[src/rtl/seven_seg_pkg.sv]
// Shared constants and helpers for the seven-segment scan multiplexer.
//   DIGIT_W     width of one BCD digit code
//   BLANK_CODE  code that the downstream decoder renders as all segments off
//   MAX_DIGITS  largest supported digit count; sizes the lz_mask word and result
//   lz_mask()   per-digit vector, bit i set when digit i is a leading zero
package seven_seg_pkg;

   localparam int         DIGIT_W    = 4;
   localparam logic [3:0] BLANK_CODE = 4'hF;
   localparam int         MAX_DIGITS = 8;

   // Walks from the most significant used digit downwards. A digit stays
   // blankable until a non-zero digit (BCD or not) has been seen at or above it.
   // Digit 0 is never reported, so a zero word still shows a single 0.
   function automatic logic [MAX_DIGITS-1:0] lz_mask(
      input logic [DIGIT_W*MAX_DIGITS-1:0] word,
      input int                            n
   );
      logic [MAX_DIGITS-1:0] mask;
      logic                  seen;
      mask = '0;
      seen = 1'b0;
      for (int i = MAX_DIGITS - 1; i >= 1; i--) begin
         if (i < n) begin
            seen    = seen | (word[i*DIGIT_W +: DIGIT_W] != '0);
            mask[i] = ~seen;
         end
      end
      return mask;
   endfunction

endpackage

[src/rtl/seven_segment_scan_mux_if.sv]
// Load handshake between a word producer and the scan multiplexer.
//   load_valid  producer -> mux   load_data is valid
//   load_ready  mux -> producer   pending buffer empty, a load can be accepted
//   load_data   producer -> mux   packed BCD word, digit 0 in bits [3:0]
// Modports: master = producer side, slave = scan multiplexer side.
interface seven_segment_scan_mux_if #(
   parameter int NUM_DIGITS = 4
);
   import seven_seg_pkg::*;

   logic                          load_valid;
   logic                          load_ready;
   logic [DIGIT_W*NUM_DIGITS-1:0] load_data;

   modport master (output load_valid, output load_data, input load_ready);
   modport slave  (input load_valid, input load_data, output load_ready);

endinterface

[src/rtl/seven_seg_slot_timer.sv]
// Slot and digit sequencer for the scan multiplexer.
//   clk, rst_n   clock, asynchronous active-low reset
//   cnt          position inside the current slot, 0..PRESCALE-1
//   digit_idx    digit being scanned, 0..NUM_DIGITS-1, LS digit first
//   in_dead      high during the first BLANK_CYCLES cycles of every slot
//   frame_tick   high in the last cycle of the last slot of a frame
module seven_seg_slot_timer #(
   parameter  int PRESCALE     = 50000,
   parameter  int BLANK_CYCLES = 16,
   parameter  int NUM_DIGITS   = 4,
   localparam int CNT_W        = $clog2(PRESCALE),
   localparam int IDX_W        = $clog2(NUM_DIGITS)
) (
   input  logic             clk,
   input  logic             rst_n,
   output logic [CNT_W-1:0] cnt,
   output logic [IDX_W-1:0] digit_idx,
   output logic             in_dead,
   output logic             frame_tick
);

   logic slot_end;

   assign slot_end   = (cnt == CNT_W'(PRESCALE - 1));
   assign frame_tick = slot_end && (digit_idx == IDX_W'(NUM_DIGITS - 1));

   // NOTE: state registers use non-blocking assignments so every flop samples
   // the pre-edge values of the others, independent of block ordering.
   always_ff @(posedge clk or negedge rst_n) begin
      if (!rst_n) begin
         cnt       <= '0;
         digit_idx <= '0;
      end else if (slot_end) begin
         cnt <= '0;
         if (digit_idx == IDX_W'(NUM_DIGITS - 1)) digit_idx <= '0;
         else                                     digit_idx <= digit_idx + IDX_W'(1);
      end else begin
         cnt <= cnt + CNT_W'(1);
      end
   end

   // Without dead time the compare would be constant-false; tie it off instead.
   generate
      if (BLANK_CYCLES == 0) begin : g_no_dead
         assign in_dead = 1'b0;
      end else begin : g_dead
         assign in_dead = (cnt < CNT_W'(BLANK_CYCLES));
      end
   endgenerate

endmodule

[src/rtl/seven_segment_scan_mux.sv]
// Time-multiplexed scan driver for a NUM_DIGITS-digit seven-segment display.
//   clk, rst_n   clock, asynchronous active-low reset
//   load         slave side of the load handshake (valid/ready/data)
//   digit_bin    4-bit code to the binary-to-seven-segment decoder, F = blank
//   digit_en     one-hot active-high digit enable, all-zero in dead time
// A loaded word waits in pending and moves to display only at a frame
// boundary, so one frame never shows digits of two different words.
// Outputs are registered: they reflect the slot state of the previous cycle.
module seven_segment_scan_mux
   import seven_seg_pkg::*;
#(
   parameter int NUM_DIGITS   = 4,
   parameter int PRESCALE     = 50000,
   parameter int BLANK_CYCLES = 16,
   parameter int LZ_BLANK     = 1
) (
   input  logic                         clk,
   input  logic                         rst_n,
   seven_segment_scan_mux_if.slave      load,
   output logic [DIGIT_W-1:0]           digit_bin,
   output logic [NUM_DIGITS-1:0]        digit_en
);

   localparam int WORD_W = DIGIT_W * NUM_DIGITS;
   localparam int CNT_W  = $clog2(PRESCALE);
   localparam int IDX_W  = $clog2(NUM_DIGITS);

   localparam logic [0:0] ST_DEAD = 1'b0;
   localparam logic [0:0] ST_SHOW = 1'b1;

   logic [CNT_W-1:0]            slot_cnt;
   logic [IDX_W-1:0]            digit_idx;
   logic                        in_dead;
   logic                        frame_tick;
   logic [0:0]                  slot_state;

   logic [WORD_W-1:0]           pending_word;
   logic [WORD_W-1:0]           display_reg;
   logic                        pending_full;
   logic                        accept;

   logic [DIGIT_W*MAX_DIGITS-1:0] display_wide;
   logic [MAX_DIGITS-1:0]         lz_vec;
   logic                          blanked;
   logic [DIGIT_W-1:0]            next_bin;
   logic [NUM_DIGITS-1:0]         next_en;

   seven_seg_slot_timer #(
      .PRESCALE     (PRESCALE),
      .BLANK_CYCLES (BLANK_CYCLES),
      .NUM_DIGITS   (NUM_DIGITS)
   ) u_timer (
      .clk        (clk),
      .rst_n      (rst_n),
      .cnt        (slot_cnt),
      .digit_idx  (digit_idx),
      .in_dead    (in_dead),
      .frame_tick (frame_tick)
   );

   // The two-state per-slot FSM is fully decoded from the slot counter.
   assign slot_state = in_dead ? ST_DEAD : ST_SHOW;

   // ---------------- load handshake / double buffer ----------------
   // Accept is only possible with pending empty, so it can never collide with
   // the pending -> display transfer; a word accepted on the boundary cycle
   // waits for the next boundary.
   assign accept          = load.load_valid && !pending_full;
   assign load.load_ready = !pending_full;

   always_ff @(posedge clk or negedge rst_n) begin
      if (!rst_n) begin
         pending_word <= '0;
         display_reg  <= '0;
         pending_full <= 1'b0;
      end else if (accept) begin
         pending_word <= load.load_data;
         pending_full <= 1'b1;
      end else if (frame_tick && pending_full) begin
         display_reg  <= pending_word;
         pending_full <= 1'b0;
      end
   end

   // ---------------- blanking and output selection ----------------
   // NOTE: every always_comb output gets a default first, so no path leaves
   // a value unassigned and no latch is inferred.
   always_comb begin
      display_wide                = '0;
      display_wide[WORD_W-1:0]    = display_reg;
   end

   assign lz_vec  = lz_mask(display_wide, NUM_DIGITS);
   assign blanked = (LZ_BLANK != 0) && lz_vec[digit_idx];

   always_comb begin
      next_bin = BLANK_CODE;
      next_en  = '0;
      if (slot_state == ST_SHOW && !blanked) begin
         next_bin = display_reg[digit_idx*DIGIT_W +: DIGIT_W];
         next_en  = NUM_DIGITS'(1) << digit_idx;
      end
   end

   always_ff @(posedge clk or negedge rst_n) begin
      if (!rst_n) begin
         digit_bin <= BLANK_CODE;
         digit_en  <= '0;
      end else begin
         digit_bin <= next_bin;
         digit_en  <= next_en;
      end
   end

   // The frame boundary must coincide with the last count of a slot.
   frame_tick_at_slot_end : assert property (
      @(posedge clk) disable iff (!rst_n)
      frame_tick |-> (slot_cnt == CNT_W'(PRESCALE - 1))
   );

endmodule
[src/flat_wrapper.sv]
// flat-port wrapper written by rule: the top's interface ports become plain ports
module seven_segment_scan_mux_flat import seven_seg_pkg::*;
#(
   parameter int NUM_DIGITS   = 4,
   parameter int PRESCALE     = 50000,
   parameter int BLANK_CYCLES = 16,
   parameter int LZ_BLANK     = 1
)
  (clk, rst_n, digit_bin, digit_en, load_load_valid, load_load_data, load_load_ready);
  seven_segment_scan_mux_if #(.NUM_DIGITS(NUM_DIGITS)) load_i ();
  input  logic clk;
  input  logic rst_n;
  output logic [DIGIT_W-1:0] digit_bin;
  output logic [NUM_DIGITS-1:0] digit_en;
  input wire logic [$bits(load_i.load_valid)-1:0] load_load_valid;
  input wire logic [$bits(load_i.load_data)-1:0] load_load_data;
  output wire logic [$bits(load_i.load_ready)-1:0] load_load_ready;
  assign load_i.load_valid = load_load_valid;
  assign load_i.load_data = load_load_data;
  assign load_load_ready = load_i.load_ready;
  seven_segment_scan_mux #(.NUM_DIGITS(NUM_DIGITS), .PRESCALE(PRESCALE), .BLANK_CYCLES(BLANK_CYCLES), .LZ_BLANK(LZ_BLANK)) u_core (.clk(clk), .rst_n(rst_n), .load(load_i), .digit_bin(digit_bin), .digit_en(digit_en));
endmodule
[config.mk]
export PLATFORM = sky130hd
export DESIGN_NAME = seven_segment_scan_mux_flat
export DESIGN_NICKNAME = d
export VERILOG_FILES = /design/src/rtl/seven_seg_pkg.sv /design/src/rtl/seven_segment_scan_mux_if.sv /design/src/rtl/seven_seg_slot_timer.sv /design/src/rtl/seven_segment_scan_mux.sv /design/src/flat_wrapper.sv
export SDC_FILE = /design/constraint.sdc
export NUM_CORES = 1
export LEC_CHECK = 0
export ABC_AREA = 1
export CAP_MARGIN = 25
export CORE_ASPECT_RATIO = 0.9
export CORE_MARGIN = 2
export CORE_UTILIZATION = 57
export CTS_CLUSTER_DIAMETER = 50
export DETAILED_ROUTE_END_ITERATION = 10
export PLACE_DENSITY = 0.8
export SLEW_MARGIN = 20
export SYNTH_ARGS = -nofsm -noshare
export SYNTH_HDL_FRONTEND = slang
export SYNTH_SLANG_ARGS = --single-unit
[constraint.sdc]
create_clock -name clk -period 1.7 [get_ports clk]
set_clock_uncertainty 0.1 [all_clocks]
set_input_delay 0.34 -clock clk [delete_from_list [all_inputs] [get_ports clk]]
set_output_delay 0.34 -clock clk [all_outputs]
set_load 0.01 [all_outputs]
# Yosys cells after proc, flatten, opt, wreduce, memory -nomap -nowiden
# Cells that the tools add are included.
# totals
regBits	59
in_bits	19
out_inout_bits	9
elab_cells	41
# classes
addsub	2
n_lt_le_gt_ge	2
eq_ne	2
shift	2
mux	9
bitwise	6
reduce_logical	11
# ops
cell	n
16-bit by 1-bit adder with 16-bit output, second input constant	1
16-bit equality test, second input constant	1
16-bit by 5-bit less-than comparator with 1-bit output, second input constant	1
16-bit two-way mux	1
16-bit by 5-bit indexed part select with 4-bit output	1
4-bit nonzero test	3
4-bit two-way mux	2
1-bit logical AND	4
2-bit by 4-bit less-than comparator with 1-bit output, second input constant	1
1-bit two-way mux	4
1-bit NOT	4
1-bit by 2-bit << shifter with 4-bit output, first input constant	1
2-bit by 1-bit adder with 2-bit output, second input constant	1
1-bit binary-select mux with 2-bit select	1
2-bit equality test, second input constant	1
1-bit logical NOT	2
2-bit two-way mux	1
1-bit OR	2
2-bit AND reduction	1
2-bit nonzero test	1

# Depth between registers and ports, before layout
# Gate-level depths: netlist of the first run.
# depth
ltp_word	9
depth_mapped	9
mapped_depth_nobuf	8

# By module
# A second synthesis of the first run with hierarchy kept.
# hier_totals
cells_unflattened	303
hier_area_um2	2793.9
# modules_own_cells
mod	n_inst	cells_each	area_per_inst_um2	seq_area_each_um2
seven_segment_scan_mux	1	155	1734.2	1031.0
seven_seg_slot_timer	1	148	1059.8	450.4

# Worst setup path before layout of the first run
# OpenSTA, ideal clock, no wires.
# synth_path
path_type	reg2reg
start	reg u_core.u_timer.cnt[0]
end	reg u_core.display_reg[15]
setup_ns	0.117
arrival_ns	1.292
required_ns	1.483
slack_ns	0.191
path_stages_with_launch	10
path_buffers	1
period_less_slack_ns	1.509
cell_sequence	dfrtp_1 -> ha_1 -> nand2_2 -> nor2_4 -> inv_2 -> nor2_8 -> nand3_4 -> buf_6 -> nand2_1 -> nand2_1
# synth_via
elab_chain_len	4
# synth_lines
element	line	rtl
start, declared	seven_seg_slot_timer.sv:16	output logic [CNT_W-1:0] cnt,
start signal, assigned	seven_seg_slot_timer.sv:38	cnt <= cnt + CNT_W'(1);
16-bit equality test	seven_seg_slot_timer.sv:24	assign slot_end = (cnt == CNT_W'(PRESCALE - 1));
1-bit logical AND	seven_seg_slot_timer.sv:25	assign frame_tick = slot_end && (digit_idx == IDX_W'(NUM_DIGITS - 1));
1-bit logical AND	seven_segment_scan_mux.sv:79	end else if (frame_tick && pending_full) begin
2-bit AND reduction (no line)	-	
end signal, assigned	seven_segment_scan_mux.sv:80	display_reg <= pending_word;
end, declared	seven_segment_scan_mux.sv:38	logic [WORD_W-1:0] display_reg;
# No other way between the ends.
# A chain may end at the register's enable or synchronous reset.

# Worst setup path in the final report of the first run
# layout_path
start	reg u_core.digit_en[2]
end	out digit_en[2]
# layout_lines
element	line	rtl
start, declared	seven_segment_scan_mux.sv:21	output logic [NUM_DIGITS-1:0] digit_en
start signal, assigned	seven_segment_scan_mux.sv:111	digit_en <= next_en;
end, declared	flat_wrapper.sv:14	output logic [NUM_DIGITS-1:0] digit_en;
# No word-level cell between the ends.

==> results.toml, run 1 <==
[timing]
finalSetupViolations = 0
finalHoldViolCount = 0
tns_ns = 0
period_share = 0.954
finalMaxSlewViolations = 0
slew_headroom = 0.718
worst_slack_ns = 0.0789
max_freq_ghz = 0.617
tightest_slew_ns = 0.423
final.min_clock_period_ns = 1.62

[clock_tree]
cts_buffers = 9
htree_levels = 3
cts_tree = "done"
cts.clk_slew.worst_paths_ns = 0.06
clock_path_buffers = 2
clock_latency_ns = 0.34
cts_root_buffer = "clkbuf_8"
cts.sinks = 59

[global_route]
grt_pass1_vias = 2150
antenna_found_initial = 0
grt_pass1_wl_mm = 9.58
grt_max_degree = 36
overflow = 0
grt_usage = 0.226

[synthesis]
netlist.area_leader.share = 0.478
syn_area_per_cell_sq_um = 9.12
synth_cells = 316
ys_types = 27
ys_seq_elements = 59
synth.area.top_cells = "dfrtp_1, nand2_1, nor2_1"
synth_area_sq_um = 2880
synth_fp_nets = 340
synth_top_area_cell = "dfrtp_1"
yosysSeqAreaShare = 0.514
ys_warn_count = 0

[critical_path]
critPathCaptureType = "primary output"
rr_worst_depth = 7
crit_path_cell_trace = "clkdlybuf4s50_1"
cp-startpoint = "u_core.digit_en[2]"
critical-path-top-delay-family = "buffers and inverters"
crit_buf_inv = 1
r2r-end = "u_core.display_reg[6]"
endpoint = "digit_en[2]"
max_stage_delay_ns = 0.53
rr_startpoint = "u_core.u_timer.cnt[12]"
path_max_fanout = 1
crit_type = "register to primary output"
cp-start-kind = "register"
crit_required_ns = 1.26
rrSetupSlack_ns = 0.09
arrival_ns = 1.18
path_depth = 1
cp_slowest_cell = "clkdlybuf4s50_1"

[drt]
routed_wl_mm = 5.77
drtPass1Iterations = 4
drt-wirelength-per-cell_um = 13.4
drt.antenna.violating_nets = 0
drt-initial-drc-count = 210
route.detailed.drc = 0
vias_per_cell = 5.28
vias = 2271

[finish]
final_common_cell = "nand2_1"
syn_to_final_growth_pct = 21.5
post-route-util = 0.720
num_antenna_cells = 0
drive_above_1_share = 0.181
fin_area_sq_um = 3500
nFillCells = 382
fin_cells = 430
regArea_sq_um = 1480
fin_nets = 385
multi_input_area_sq_um = 1210
final_cell_mix = "nand2_1, dfrtp_1, nor2_1"

[floorplanning]
start_util = 0.592
dieHeight_um = 71.5
die_w_um = 78.9
rows = 24
design.core.area_sq_um = 4860
die_area_sq_um = 5640
ios = 28

[flow_run]
drv_cap = 0

[placement]
routabilityCongestion = 0.904
dp.cells = 410
placed_area_sq_um = 3240
pre_cts_ws_ns = 0.0422
dpl.hpwl_mm = 4.02
placement.io_buffers = 27

[power_and_ir_drop]
ir_drop_v = 0.000510
power.density_nw_per_um2 = 839
p_leak_uw = 0.00173

[hold_path]
min_path_type = "register to register"

[status]
status = "finished clean"
==> stage by stage <==
stage | power, uW | hold WS, ns
final | 2940 | 0.379
after CTS | 2970 | 0.375
after floorplan | 1530 | -0.0556
after global placement | 1610 | 0.258
after detailed placement | 1610 | 0.257
after global routing | 3050 | 0.405
==> kinds of logic (layout without fill, tap and decap cells) <==
| group | after synthesis | in the layout | synth area share |
|---|---|---|---|
| AO/OA/AOI/OAI | 20 | 20 | 0.0356 |
| XOR/XNOR | 7 | 7 | 0.0213 |
| adder cells (fa/ha/maj) | 5 | 5 | 0.0217 |
| buffers and inverters | 41 | 89 | 0.0760 |
| flip-flops | 59 | 59 | 0.514 |
| multiplexers | 16 | 16 | 0.0625 |
| AND/OR/NAND/NOR | 168 | 169 | 0.269 |
==> worst min-delay path by stage <==
stage                               start                      to  cells past startpoint
floorplan                           rst_n      u_core.digit_en[0]                      0
global placement                    rst_n  u_core.u_timer.cnt[11]                      2
detailed placement                  rst_n  u_core.u_timer.cnt[11]                      2
CTS                 u_core.display_reg[0]   u_core.display_reg[0]                      2
global route        u_core.display_reg[0]   u_core.display_reg[0]                      2
finish              u_core.display_reg[0]   u_core.display_reg[0]                      2
==> power by group <==
group	total, uW	switching [uW]	internal (uW)
logic	112	42.0	69.9
clock network	1350	538	814
registers	1480	26.0	1450
==> cells in the mapped netlist <==
| master | count |
|---|---|
| inv_1 | 27 |
| nand3_1 | 13 |
| nor2_1 | 52 |
| mux2_2 | 16 |
| nand2_2 | 4 |
| ha_1 | 5 |
| nand3_4 | 1 |
| buf_12 | 2 |
| buf_2 | 2 |
| or2_2 | 1 |
| dfrtp_1 | 55 |
| clkinv_1 | 3 |
| nand4_1 | 21 |
| nand3b_1 | 3 |
| nor2_8 | 1 |
| o211ai_1 | 1 |
| inv_2 | 2 |
| o21ai_0 | 15 |
| nand2_1 | 68 |
| nor2_2 | 1 |
| a21oi_1 | 4 |
| buf_6 | 4 |
| nor2_4 | 2 |
| clkbuf_1 | 1 |
| dfstp_2 | 4 |
| nor3b_1 | 1 |
| xor2_1 | 7 |
==> layer usage <==
metal | vias to the layer above | wire length (um) | track usage | share of wire
met5 | - | 0 | 0 | 0
met4 | 0 | 131 | 0.115 | 0.023
met3 | 15 | 388 | 0.0705 | 0.067
met2 | 77 | 2640 | 0.336 | 0.46
met1 | 1058 | 2610 | 0.301 | 0.45
li1 | 1121 | - | - | -
==> repair_timing <==
action | 4_1_cts | 5_1_grt
pin swaps | 0 | 2
gates cloned | 0 | 1
endpoints found under the hold margin | 55 | 0
gates resized for setup | 5 | 6
setup endpoints to repair | 5 | 22
buffers inserted | 0 | 3
hold buffers | 1 | 0
==> cell type report <==
cell class,count,area share
Clock buffer,10,0.0364
Clock inverter,5,0.0225
Inverter,32,0.0343
Multi-Input combinational cell,217,0.347
Sequential cell,59,0.423
Tap cell,65,0.0232
Timing Repair Buffer,42,0.114
(Power assumes the default switching activity.)
==> run 2, diff against run 1 <==
Settings changed: MAX_ROUTING_LAYER set to met4.
==> results.toml, run 2 (synthesized netlist as in run 1, its figures left out) <==
[power_and_ir_drop]
seq_power_share = 0.502
switching_share = 0.207
ir_drop_v = 0.000510
p_leak_uw = 0.00173
p_sw_uw = 608
power.density_nw_per_um2 = 840
pwr-share-comb = 0.038
internal_power_uw = 2330
clockPowerShare = 0.460

[clock_tree]
htree_levels = 3
cts_root_buffer = "clkbuf_8"
cts.clk_slew.worst_paths_ns = 0.06
cts.sinks = 59
cts_tree = "done"
clock_path_buffers = 2
cts_buffers = 9
clock_latency_ns = 0.34

[floorplanning]
dieHeight_um = 71.5
rows = 24
design.core.area_sq_um = 4860
ios = 28
die_w_um = 78.9
start_util = 0.592
die_area_sq_um = 5640

[finish]
fin_nets = 385
final_cell_mix = "nand2_1, dfrtp_1, nor2_1"
num_antenna_cells = 0
nFillCells = 382
drive_above_1_share = 0.181
final_common_cell = "nand2_1"
fin_area_sq_um = 3500
syn_to_final_growth_pct = 21.5

[placement]
placed_area_sq_um = 3240
pre_cts_ws_ns = 0.0422
placement.io_buffers = 27
dpl.hpwl_mm = 4.02
routabilityCongestion = 0.919

[critical_path]
crit_path_cell_trace = "clkdlybuf4s50_1"
max_stage_delay_ns = 0.53
cp-start-kind = "register"
r2r-end = "u_core.display_reg[12]"
crit_buf_inv = 1
crit_required_ns = 1.26
cp_slowest_cell = "clkdlybuf4s50_1"
path_depth = 1
crit_type = "register to primary output"
rr_worst_depth = 8
rr_startpoint = "u_core.u_timer.cnt[1]"
endpoint = "digit_en[2]"
rrSetupSlack_ns = 0.09
critical-path-top-delay-family = "buffers and inverters"
cp-startpoint = "u_core.digit_en[2]"
critPathCaptureType = "primary output"
arrival_ns = 1.18
path_max_fanout = 1

[drt]
route.detailed.drc = 0
vias = 2291
vias_per_cell = 5.33
drt-initial-drc-count = 209
drtPass1Iterations = 5
drt-wirelength-per-cell_um = 13.4
routed_wl_mm = 5.77
drt.antenna.violating_nets = 0

[flow_run]
drv_cap = 0

[global_route]
grt_pass1_wl_mm = 9.61
antenna_found_initial = 0
grt_pass1_vias = 2139
grt_usage = 0.234
overflow = 0
grt_max_degree = 36

[timing]
final.min_clock_period_ns = 1.62
hold_slack_ns = 0.381
finalSetupViolations = 0
max_freq_ghz = 0.617
slew_headroom = 0.716
tns_ns = 0
tightest_slew_ns = 0.426
worst_slack_ns = 0.0783
period_share = 0.954
finalHoldViolCount = 0
finalMaxSlewViolations = 0

[hold_path]
min_path_type = "register to register"

[status]
status = "finished clean"
[run 2: cell counts in the layout (fill, tap and decap cells not counted)]
Identical to the previous run, type by type.
[run 2: how the worst min path moves through the flow]
stage                                      from                      to  cells after the start  slack (ns)
after detailed placement                  rst_n  u_core.u_timer.cnt[11]                      2        0.26
after global routing      u_core.display_reg[0]   u_core.display_reg[0]                      2        0.40
after CTS                 u_core.display_reg[0]   u_core.display_reg[0]                      2        0.37
final                     u_core.display_reg[0]   u_core.display_reg[0]                      2        0.38
after floorplan                           rst_n      u_core.digit_en[0]                      0       -0.06
after global placement                    rst_n  u_core.u_timer.cnt[11]                      2        0.26
[run 2: metrics by stage]
stage	cells	util	power, uW
finish	430	0.720	2940
CTS	426	0.709	2970
global route	430	0.720	3050
detailed placement	410	0.665	1610
floorplan	316	-	1530
global placement	410	0.665	1610
[run 2: repair_timing]
item / 4_1_cts / 5_1_grt
setup endpoints to repair: 5 / 22
hold buffers: 1 / 0
buffers inserted: 0 / 3
pin swaps: 0 / 2
hold endpoints to repair: 55 / 0
resized for setup: 5 / 6
cloned: 0 / 1
[run 2: metal layers]
metal  wire length [um]  GRT usage
met4                140      0.115
met1               2630      0.303
met5                  0          -
met3                376     0.0743
met2               2630      0.336
[run 2: final cells by class]
class	instances	area (sq um)	area share
sequential	59	1480	0.423
clock buffer	10	128	0.0364
timing repair buffer	42	399	0.114
inverter	32	120	0.0343
clock inverter	5	78.8	0.0225
multi-input combinational	217	1210	0.347
tap	65	81.3	0.0232
[run 2: power by group through the flow]
| stage | Sequential, uW | Clock [uW] | Combinational (uW) |
|---|---|---|---|
| detailed placement | 1500 | 0 | 114 |
| CTS | 1470 | 1380 | 116 |
| finish | 1480 | 1350 | 112 |
| global placement | 1500 | 0 | 109 |
| floorplan | 1490 | 0 | 37.7 |
| global route | 1480 | 1440 | 126 |
==> run 3, diff against run 2 <==
Settings changed: CORE_UTILIZATION 57 to 63, DONT_BUFFER_PORTS set to 1, PLACE_DENSITY 0.8 to 0.79.
==> results.toml, run 3 (synthesized netlist as in run 1, its figures left out) <==
[power_and_ir_drop]
seq_power_share = 0.536
pwr-share-comb = 0.015
clockPowerShare = 0.449
p_leak_uw = 0.00156
switching_share = 0.204
power.density_nw_per_um2 = 870
ir_drop_v = 0.000661
p_sw_uw = 563
internal_power_uw = 2190

[drt]
drtPass1Iterations = 6
route.detailed.drc = 0
drt.antenna.violating_nets = 0
vias_per_cell = 5.36
drt-initial-drc-count = 205
vias = 2117
routed_wl_mm = 5.37
drt-wirelength-per-cell_um = 13.6

[clock_tree]
cts_root_buffer = "clkbuf_8"
cts_buffers = 9
clock_path_buffers = 2
clock_latency_ns = 0.34
cts.clk_slew.worst_paths_ns = 0.06
htree_levels = 3
cts.sinks = 59
cts_tree = "done"

[floorplanning]
rows = 23
dieHeight_um = 68.2
ios = 28
start_util = 0.650
die_w_um = 75.3
die_area_sq_um = 5130
design.core.area_sq_um = 4430

[timing]
hold_slack_ns = -0.414
finalMaxSlewViolations = 0
finalSetupViolations = 0
final.min_clock_period_ns = 1.62
finalHoldViolCount = 59
slew_headroom = 0.776
max_freq_ghz = 0.618
tightest_slew_ns = 0.334
period_share = 0.952

[finish]
num_antenna_cells = 0
fin_area_sq_um = 3160
syn_to_final_growth_pct = 9.77
drive_above_1_share = 0.180
fin_cells = 395
final_cell_mix = "nand2_1, dfrtp_1, nor2_1"
final_common_cell = "nand2_1"
fin_nets = 352
post-route-util = 0.714

[placement]
placement.io_buffers = 0
routabilityCongestion = 0.906
placed_area_sq_um = 2930
dp.cells = 377
dpl.hpwl_mm = 3.62

[critical_path]
rrSetupSlack_ns = 0.08
cp-start-kind = "register"
path_max_fanout = 16
rr_startpoint = "u_core.u_timer.digit_idx[0]"
critPathCaptureType = "register"
cp-startpoint = "u_core.u_timer.digit_idx[0]"
crit_type = "register to register"
crit_required_ns = 1.84
arrival_ns = 1.76

[global_route]
overflow = 0
grt_max_degree = 60
grt_pass1_wl_mm = 8.79
antenna_found_initial = 0
grt_pass1_vias = 1867
grt_usage = 0.242

[hold_path]
min_path_type = "primary input to async pin"

[status]
status = "finished with violations"
violations = "hold timing"

[flow_run]
drv_cap = 0
## run 3: worst max-delay path, stage by stage (launching register included)
cell and delay, ns:
dfrtp_1 0.45, ha_1 0.27, nand2_1 0.08, clkinv_1 0.17, buf_4 0.25, nand4_1 0.12, nand2_1 0.06
## run 3: worst paths after layout
kind | end | cells past startpoint
hold reg to reg | u_core.display_reg[4] | 2
setup / recovery | u_core.display_reg[5] | 6
max in group asynchronous | u_core.digit_bin[3] | 0
hold / removal | u_core.display_reg[8] | 0
setup reg to reg | u_core.display_reg[5] | 6
min in group clk | u_core.pending_full | 2
## run 3: power groups by stage
| stage | registers [uW] | clock network [uW] | logic, uW |
|---|---|---|---|
| after CTS | 1470 | 1250 | 41.4 |
| after floorplan | 1490 | 0 | 37.7 |
| final | 1470 | 1240 | 40.6 |
| after global placement | 1500 | 0 | 38.3 |
| after detailed placement | 1500 | 0 | 41.4 |
| after global routing | 1480 | 1320 | 43.4 |
## run 3: layout make-up
cell class | count | area [sq um]
timing repair buffer | 9 | 83.8
clock inverter | 5 | 52.6
multi-input combinational | 217 | 1200
sequential | 59 | 1480
clock buffer | 11 | 141
tap | 62 | 77.6
fill | 333 | 1270
inverter | 32 | 124
## run 3: per-layer routing
layer | track usage | vias up | part of all wire
li1 | - | 1061 | -
met5 | - | - | 0
met4 | 0.0592 | 0 | 0.013
met1 | 0.359 | 983 | 0.49
met3 | 0.0884 | 10 | 0.064
met2 | 0.314 | 63 | 0.43
## run 3: through the flow
stage | TNS, ns | power [uW] | setup WS (ns)
after global routing | -0.237 | 2840 | -0.0380
after detailed placement | 0 | 1540 | 0.0757
final | 0 | 2750 | 0.0817
after CTS | 0 | 2760 | 0.0592
after global placement | 0 | 1540 | 0.127
after floorplan | 0 | 1530 | 0.191
## run 3: what timing repair did
| action | in CTS | in global routing |
|---|---|---|
| setup buffers | 0 | 1 |
| endpoints found under the setup margin | 0 | 21 |
| endpoints found under the hold margin | 59 | 59 |
| resized for setup | 0 | 5 |
